**src/rtl/x_delay_line_pkg.sv**
```systemverilog
// Shared types and widths for the delay-line measurement controller.
// Holds the FSM state encoding plus the tap, count, sum and average widths.
// Optional bubble detection is enabled by defining X_DELAY_LINE_CTRL_BUBBLE_EN.
package x_delay_line_pkg;

  // Width of the registered tap vector coming back from the delay line
  localparam int TAP_W = 32;
  // Popcount of one capture: 0..32 needs 6 bits
  localparam int CNT_W = 6;
  // Accumulator: worst case 32 taps * 256 samples = 8192, fits in 14 bits
  localparam int SUM_W = 14;
  // Average is at most 32, fits in 6 bits
  localparam int AVG_W = 6;
  // Settle wait counter, SETTLE_CYC up to 15
  localparam int SET_W = 4;

  typedef enum logic [2:0] {
    IDLE    = 3'd0,
    LAUNCH  = 3'd1,
    SETTLE  = 3'd2,
    CAPTURE = 3'd3,
    DONE    = 3'd4
  } state_e;

endpackage

```
**src/rtl/x_delay_line_popcnt.sv**
```systemverilog
// Combinational population count of one 32-bit tap difference vector.
// Zero latency; purely combinational, no flow control.
// Output range 0..32.
module x_delay_line_popcnt
  import x_delay_line_pkg::*;
(
  input  logic [TAP_W-1:0] data_i,
  output logic [CNT_W-1:0] count_o
);

  // Sum the set bits of the difference vector
  always_comb begin
    count_o = '0;
    for (int i = 0; i < TAP_W; i++) begin
      count_o = count_o + CNT_W'(data_i[i]);
    end
  end

endmodule

```
**src/rtl/x_delay_line_ctrl.sv**
```systemverilog
// Delay-line measurement controller: launches NUM_SAMPLES toggles, counts flipped taps, averages.
// Latency NUM_SAMPLES*(SETTLE_CYC+2)+1 cycles from accepted request to o_valid.
// Result held in DONE until i_ready; requests while busy are dropped. Bubble flag needs X_DELAY_LINE_CTRL_BUBBLE_EN.
module x_delay_line_ctrl
  import x_delay_line_pkg::*;
#(
  parameter int NUM_SAMPLES = 8,
  parameter int SETTLE_CYC  = 2
) (
  input  logic             i_clk,
  input  logic             i_rst,
  input  logic             i_req,
  output logic             o_busy,
  output logic             o_start,
  input  logic [TAP_W-1:0] i_data,
  output logic [SUM_W-1:0] o_sum,
  output logic [AVG_W-1:0] o_avg,
  output logic             o_valid,
  input  logic             i_ready,
  output logic             o_bubble
);

  localparam int LOG2_N = $clog2(NUM_SAMPLES);
  localparam int SMP_W  = (LOG2_N > 0) ? LOG2_N : 1;
  localparam logic [SMP_W-1:0] SMP_LAST = SMP_W'(NUM_SAMPLES - 1);
  localparam logic [SET_W-1:0] SET_LAST = SET_W'(SETTLE_CYC - 1);

  state_e             state_q;
  logic [TAP_W-1:0]   base_q;
  logic [SUM_W-1:0]   acc_q;
  logic [SUM_W-1:0]   acc_d;
  logic [SMP_W-1:0]   smp_q;
  logic [SET_W-1:0]   set_q;
  logic               start_q;
  logic               busy_q;
  logic               valid_q;
  logic [TAP_W-1:0]   diff;
  logic [CNT_W-1:0]   cnt;

  // XOR against the launch baseline makes the count independent of toggle polarity
  assign diff = i_data ^ base_q;

  x_delay_line_popcnt u_popcnt (
    .data_i  (diff),
    .count_o (cnt)
  );

  assign acc_d = acc_q + SUM_W'(cnt);

  // Measurement sequencer with registered handshake/strobe outputs
  always_ff @(posedge i_clk or posedge i_rst) begin
    if (i_rst) begin
      state_q <= IDLE;
      base_q  <= '0;
      acc_q   <= '0;
      smp_q   <= '0;
      set_q   <= '0;
      start_q <= 1'b0;
      busy_q  <= 1'b0;
      valid_q <= 1'b0;
    end else begin
      start_q <= 1'b0;
      case (state_q)
        IDLE: begin
          if (i_req) begin
            state_q <= LAUNCH;
            start_q <= 1'b1;
            busy_q  <= 1'b1;
            acc_q   <= '0;
            smp_q   <= '0;
          end
        end
        LAUNCH: begin
          base_q  <= i_data;
          set_q   <= '0;
          state_q <= SETTLE;
        end
        SETTLE: begin
          if (set_q == SET_LAST) begin
            state_q <= CAPTURE;
          end else begin
            set_q <= set_q + 1'b1;
          end
        end
        CAPTURE: begin
          acc_q <= acc_d;
          if (smp_q == SMP_LAST) begin
            state_q <= DONE;
            valid_q <= 1'b1;
          end else begin
            smp_q   <= smp_q + 1'b1;
            state_q <= LAUNCH;
            start_q <= 1'b1;
          end
        end
        DONE: begin
          // A request coinciding with this handshake is not taken; IDLE sees it next cycle
          if (valid_q && i_ready) begin
            state_q <= IDLE;
            valid_q <= 1'b0;
            busy_q  <= 1'b0;
          end
        end
        default: state_q <= IDLE;
      endcase
    end
  end

  assign o_start = start_q;
  assign o_busy  = busy_q;
  assign o_valid = valid_q;
  assign o_sum   = acc_q;
  assign o_avg   = AVG_W'(acc_q >> LOG2_N);

`ifdef X_DELAY_LINE_CTRL_BUBBLE_EN
  logic             bubble_q;
  logic [TAP_W-1:0] diff_inc;
  logic             bubble_hit;

  // A clean thermometer diff is 2^n-1; adding one then clears every set bit
  assign diff_inc   = diff + 1'b1;
  assign bubble_hit = |(diff & diff_inc);

  // Sticky bubble flag, cleared when a new request is accepted
  always_ff @(posedge i_clk or posedge i_rst) begin
    if (i_rst) begin
      bubble_q <= 1'b0;
    end else if (state_q == IDLE && i_req) begin
      bubble_q <= 1'b0;
    end else if (state_q == CAPTURE && bubble_hit) begin
      bubble_q <= 1'b1;
    end
  end

  assign o_bubble = bubble_q;
`else
  assign o_bubble = 1'b0;
`endif

endmodule

```
**config.mk**
```make
export PLATFORM = sky130hd
export DESIGN_NAME = x_delay_line_ctrl
export DESIGN_NICKNAME = d
export VERILOG_FILES = /design/src/rtl/x_delay_line_pkg.sv /design/src/rtl/x_delay_line_popcnt.sv /design/src/rtl/x_delay_line_ctrl.sv
export SDC_FILE = /design/constraint.sdc
export NUM_CORES = 1
export LEC_CHECK = 0
export BUFFER_PORTS_ARGS = -buffer_cell sky130_fd_sc_hd__buf_2
export CORE_MARGIN = 10
export CORE_UTILIZATION = 50
export CTS_CLUSTER_DIAMETER = 60
export CTS_CLUSTER_SIZE = 25
export DETAILED_ROUTE_END_ITERATION = 16
export GPL_ROUTABILITY_DRIVEN = 0
export PLACE_DENSITY = 0.84
export REMOVE_ABC_BUFFERS = 1
export SKIP_LAST_GASP = 1
export SLEW_MARGIN = 30
export SYNTH_ARGS = -nofsm -noshare
export SYNTH_HDL_FRONTEND = slang
export SYNTH_SLANG_ARGS = --single-unit
```
**constraint.sdc**
```tcl
create_clock -name i_clk -period 11.94 [get_ports i_clk]
set_input_delay 1.791 -clock i_clk [delete_from_list [all_inputs] [get_ports i_clk]]
set_output_delay 1.791 -clock i_clk [all_outputs]
set_load 0.02 [all_outputs]
```
; Yosys cells after proc, flatten, opt, wreduce, memory -nomap -nowiden
; Index checks and enable logic that the tools add are counted.
; W data, S select, Z words.
[classes]
reduce_logical = 12
muxes = 20
bitwise = 1
n_addsub = 34
n_eq_ne = 12
[ops]
columns = op, count
row1 = $add A6 B1 Y6, 30
row2 = $xor A32 B32 Y32, 1
row3 = $pmux W14 S2, 1
row4 = $mux W3, 6
row5 = $pmux W3 S5, 1
row6 = $add A14 B6 Y14, 1
row7 = $mux W14, 1
row8 = $ne A2 B2 Y1 const B, 6
row9 = $reduce_and A3 Y1, 4
row10 = $pmux W4 S2, 1
row11 = $reduce_bool A2 Y1, 4
row12 = $eq A3 B2 Y1 const B, 2
row13 = $eq A3 B3 Y1 const B, 2
row14 = $pmux W1 S2, 3
row15 = $pmux W3 S2, 1
row16 = $mux W1, 5
row17 = $add A4 B1 Y4 const B, 1
row18 = $eq A4 B1 Y1 const B, 1
row19 = $mux W4, 1
row20 = $reduce_and A2 Y1, 2
row21 = $add A3 B1 Y3 const B, 1
row22 = $eq A3 B1 Y1 const B, 1
row23 = $logic_not A3 Y1, 1
row24 = $add A1 B1 Y2, 1
row25 = $logic_and A1 B1 Y1, 1
[word_totals]
inputBits = 36
reg_bits = 59

; Depth between registers and ports, before layout
[depth]
ltp_word = 34
depth_mapped = 22
ltp_nobuf = 22

; By module
; Synthesis repeated with hierarchy kept, for this count alone.
[unflattened]
cells_unflattened = 334
hier_area_um2 = 3832.4
[by_module_without_submodules]
columns = module, area_each_um2, n_inst, cells_per_inst
row1 = x_delay_line_ctrl, 3074.2, 1, 261
row2 = x_delay_line_popcnt, 758.2, 1, 73

; Worst setup path after synthesis
; OpenSTA, ideal clock, no wires.
[synth_timing]
kind = input port to flip-flop
start = in i_data[0]
end = reg acc_q[9] (netlist: o_sum[9])
slack_ns = 4.187
t_arrival_ns = 7.674
cell_stages = 19
setup_ns = 0.080
cell_sequence = xor2_1 -> ha_1 -> fa_1 -> fa_1 -> fa_1 -> fa_1 -> inv_1 -> fa_1 -> fa_1 -> fa_1 -> fa_1 -> o21ai_0 -> a21oi_1 -> xnor2_1 -> ha_1 -> a21o_1 -> a21o_1 -> o21ai_0 -> mux2i_1
[synth_between]
elab_chain_cells = 34
[synth_lines]
columns = element, line_no
row1 = "start, declared", x_delay_line_ctrl.sv:15  ; input logic [TAP_W-1:0] i_data,
row2 = $xor A32 B32 Y32, x_delay_line_ctrl.sv:41  ; assign diff = i_data ^ base_q;
row3 = $add A1 B1 Y2, x_delay_line_popcnt.sv:15  ; count_o = count_o + CNT_W'(data_i[i]);
row4 = $add A6 B1 Y6 (30 in a row), x_delay_line_popcnt.sv:15
row5 = $add A14 B6 Y14, x_delay_line_ctrl.sv:48  ; assign acc_d = acc_q + SUM_W'(cnt);
row6 = $pmux W14 S2, x_delay_line_ctrl.sv:63  ; case (state_q)
row7 = "end signal, assigned", x_delay_line_ctrl.sv:55  ; acc_q <= '0;
row8 = "end signal, assigned", x_delay_line_ctrl.sv:69  ; acc_q <= '0;
row9 = "end signal, assigned", x_delay_line_ctrl.sv:86  ; acc_q <= acc_d;
row10 = "end, declared", x_delay_line_ctrl.sv:30  ; logic [SUM_W-1:0] acc_q;
; Every way passes these cells.
; A chain may end at the register's enable or synchronous reset.

; Worst setup path in the final report
[layout_timing]
start = in i_data[0]
end = reg acc_q[13] (netlist: o_sum[13])
; The elaborated chain is that of the path after synthesis.

==> summary.md <==
| Metric | Value |
|---|---|
| Status | complete, no violations |
| Antenna violations before repair | 0 |
| Via density | 5.196 |
| Most used cell, CP | fa_1 |
| Hold path start | base_q[24] |
| Sink Count | 59 |
| Hold EP | base_q[24] |
| Die height | 107.5 um |
| Leak | 0.002332 uW |
| Synth top area cells | dfrtp_1 39%, fa_1 13%, mux2_2 8.5% |
| Gate count of the mapped netlist | 335 |
| Fill cells | 593 |
| Share of the synthesized area in the top cell type | 38.60% |
| Top cell types by occurrence after synthesis | 59 x dfrtp_1, 35 x inv_1, 29 x mux2_2 |
| Clock slew at reported path FFs | 60 ps |
| Vias after detailed routing | 2577 |
| DRC errors left | 0 |
| Post-route ant nets | 0 |
| Post-route cell area | 4369 um^2 |
| Clk_lat worst skew | 340 ps |
| EDFF count, synth | 0 |
| Reg2reg setup slack | 5320 ps |
| Antenna Cells | 0 |
| Register bit count reported by yosys | 59 |
| Crit-path cells | buf_2 > xor2_1 > ha_1 > fa_1 > fa_1 > fa_1 > fa_1 > inv_1 > fa_1 > fa_1 > fa_1 > fa_1 > o21ai_0 > a21oi_1 > xnor2_1 > ha_1 > a21o_1 > a21o_1 > o211ai_1 > mux2i_1 |
| Cell Rows | 31 |
| GRT Total Usage | 14.05% |
| Final setup fails | 0 |
| Die Area | 11550 um^2 |
| CP startpoint kind | primary input |
| Synth area leader | dfrtp_1 |
| Iter 0 DRT Violations | 63 |
| Slowest-stage cell, CP | fa_1 |
| Remaining global-route overflow | 0 |
| Post-route clock period utilization | 65.02% |
| Slew Limit Headroom | 49.87% |
| Post_cts resized | 0 |
| H-tree levels | 3 |
| 1st-pass router iterations | 4 |
| Post-Place Cells | 479 |
| Core Region | 7331 um^2 |
| # port buffers | 58 |
| Most common cell in the netlist | dfrtp_1 |
| Library cells used by synthesis | 40 |
| Share of cells above drive strength 1 | 27.71% |
| WP data required | 12210 ps |
| Crit Reg-Reg Endpoint | o_sum[13] |
| Peak Freq | 128.8 MHz |
| Nets | 472 |
| Clk_skew | 5.494 ps |
| Clock Path Buffers | 2 |
| CP Capture Type | flip-flop |
| Final min period | 7763 ps |
| Root buffer cell | clkbuf_8 |
| Avg WL per Cell | 14.96 um |
| Hold path cells | 1 |
| Arr. time, crit path | 8030 ps |
| Worst path max stage delay | 550 ps |
| R2R cell count | 19 |
| Peak supply drop | 169.8 uV |
| Sequential share of the synthesized area | 38.60% |
| Num CTS Buffers | 9 |
| CP bufs+invs | 2 |
| Post-Route Setup TNS | 0 ps |
| Least-Margin Pin Slew | 751.9 ps |
| Power Density | 261.3 nW/um^2 |
| DP Area | 4150 um^2 |
| Dpl hpwl | 5805 um |
| Fin util | 59.60% |
| Synth Area per Inst | 11.42 um^2 |
| Synth Flop Type | dfrtp_1 |
| Chip width | 107.5 um |
| Final Hold Vio Count | 0 |
| CTS tree | done |
| Reg2reg start | base_q[0] |
| Largest delay share family, worst path | adder cells |
| Yosys warnings | 0 |
| Maxcap violations | 0 |
| Unrepaired setup endpoints after global routing | false |
| HP Class | flip-flop to flip-flop |
| Io pins | 60 |
| Total Wirelength | 7421 um |
| Area growth syn-to-layout | 14.23% |
| Initial core utilization | 52.18% |
| Largest net degree at the start of global routing | 60 |
| Hold-fix buffers, CTS | 0 |
| WS Path Type | primary input to flip-flop |
| Number of global-route vias before repair | 2907 |
| Setup bufs post-CTS | 0 |
| Post-synth ARST share | 100.0% |
| Crit-path max FO | 5 |
| First-pass GRT wire length | 13080 um |
| Mapped cell area | 3825 um^2 |
| Layout Cells excl Fill | 496 |
| Max Slew Vio Count | 0 |
cell type report:
type                    instances  area [um^2]  area share (%)
clock buffers                  15        186.4           4.267
clock inverters                 1        5.005          0.1145
inverters                      35        131.4           3.007
multi-input cells             227         2121           48.54
flip-flops and latches         59         1476           33.79
well taps                      99        123.9           2.835
repair buffers                 60        325.3           7.446
report_power, final:
| group | total, uW | internal, uW | leakage (uW) | switching, uW |
|---|---|---|---|---|
| Clock | 174 | 97.9 | 0.0000997 | 76.4 |
| Combinational | 749 | 330 | 0.00142 | 419 |
| Sequential | 219 | 208 | 0.000810 | 10.7 |
per-layer routing:
| layer | part of all wire, % | track usage, % |
|---|---|---|
| met1 | 41 | 15.49 |
| met2 | 52 | 24.17 |
| met3 | 4.6 | 4.012 |
| met4 | 3.2 | 7.156 |
| met5 | 0 | 0 |
per-stage QoR:
| stage | total power, uW | setup slack [ps] | hold slack [ps] |
|---|---|---|---|
| global route | 1284 | 3868 | 515.0 |
| global placement | 925.3 | 3919 | 476.1 |
| detailed placement | 976.9 | 3811 | 492.1 |
| finish | 1142 | 4177 | 512.5 |
| CTS | 1159 | 4172 | 501.9 |
| floorplan | 812.7 | 4186 | 470.0 |
state kept, by name (all words and copies together), names as in the netlist:
| name | flops |
|---|---|
| base_q | 32 |
| o_busy | 1 |
| o_start | 1 |
| o_sum | 14 |
| o_valid | 1 |
| set_q | 4 |
| smp_q | 3 |
| state_q | 3 |
cell families after synthesis:
family	after synthesis	synth area share, %
xor gates and xnor gates	40	9.159
and+or+nand+nor	60	8.309
other	1	0.09804
muxes	42	12.10
AOI/OAI and AO/OA	40	6.477
adders and majority gates	44	19.30
buffers and inverters	49	5.954
DFF	59	38.60
cells in the final DEF (no fill, tap or decap), drive strengths merged:
master	count
nor2	11
a22o	2
nand3	10
mux2i	8
nor3	3
buf	60
mux2	34
nand2	22
o21ai	15
dfrtp	59
nand2b	2
xnor2	22
clkbuf	15
xor2	18
o211ai	4
a21oi	9
inv	35
ha	19
nand3b	3
o21a	2
o31ai	2
a32o	1
a21boi	1
fa	25
and3	2
clkinv	1
nand4	2
a31oi	1
nor3b	2
nor2b	3
a21o	3
conb	1
how the worst max path moves through the flow:
stage | cells past startpoint | slack, ps | start | end
after floorplan | 19 | 4190 | i_data[0] | o_sum[7]
after global placement | 20 | 3920 | i_data[0] | o_sum[9]
after detailed placement | 20 | 3810 | i_data[0] | o_sum[13]
after CTS | 20 | 4170 | i_data[0] | o_sum[13]
after global routing | 20 | 3870 | i_data[0] | o_sum[13]
final | 20 | 4180 | i_data[0] | o_sum[13]
Note: power is estimated with default switching activity, not from simulation.
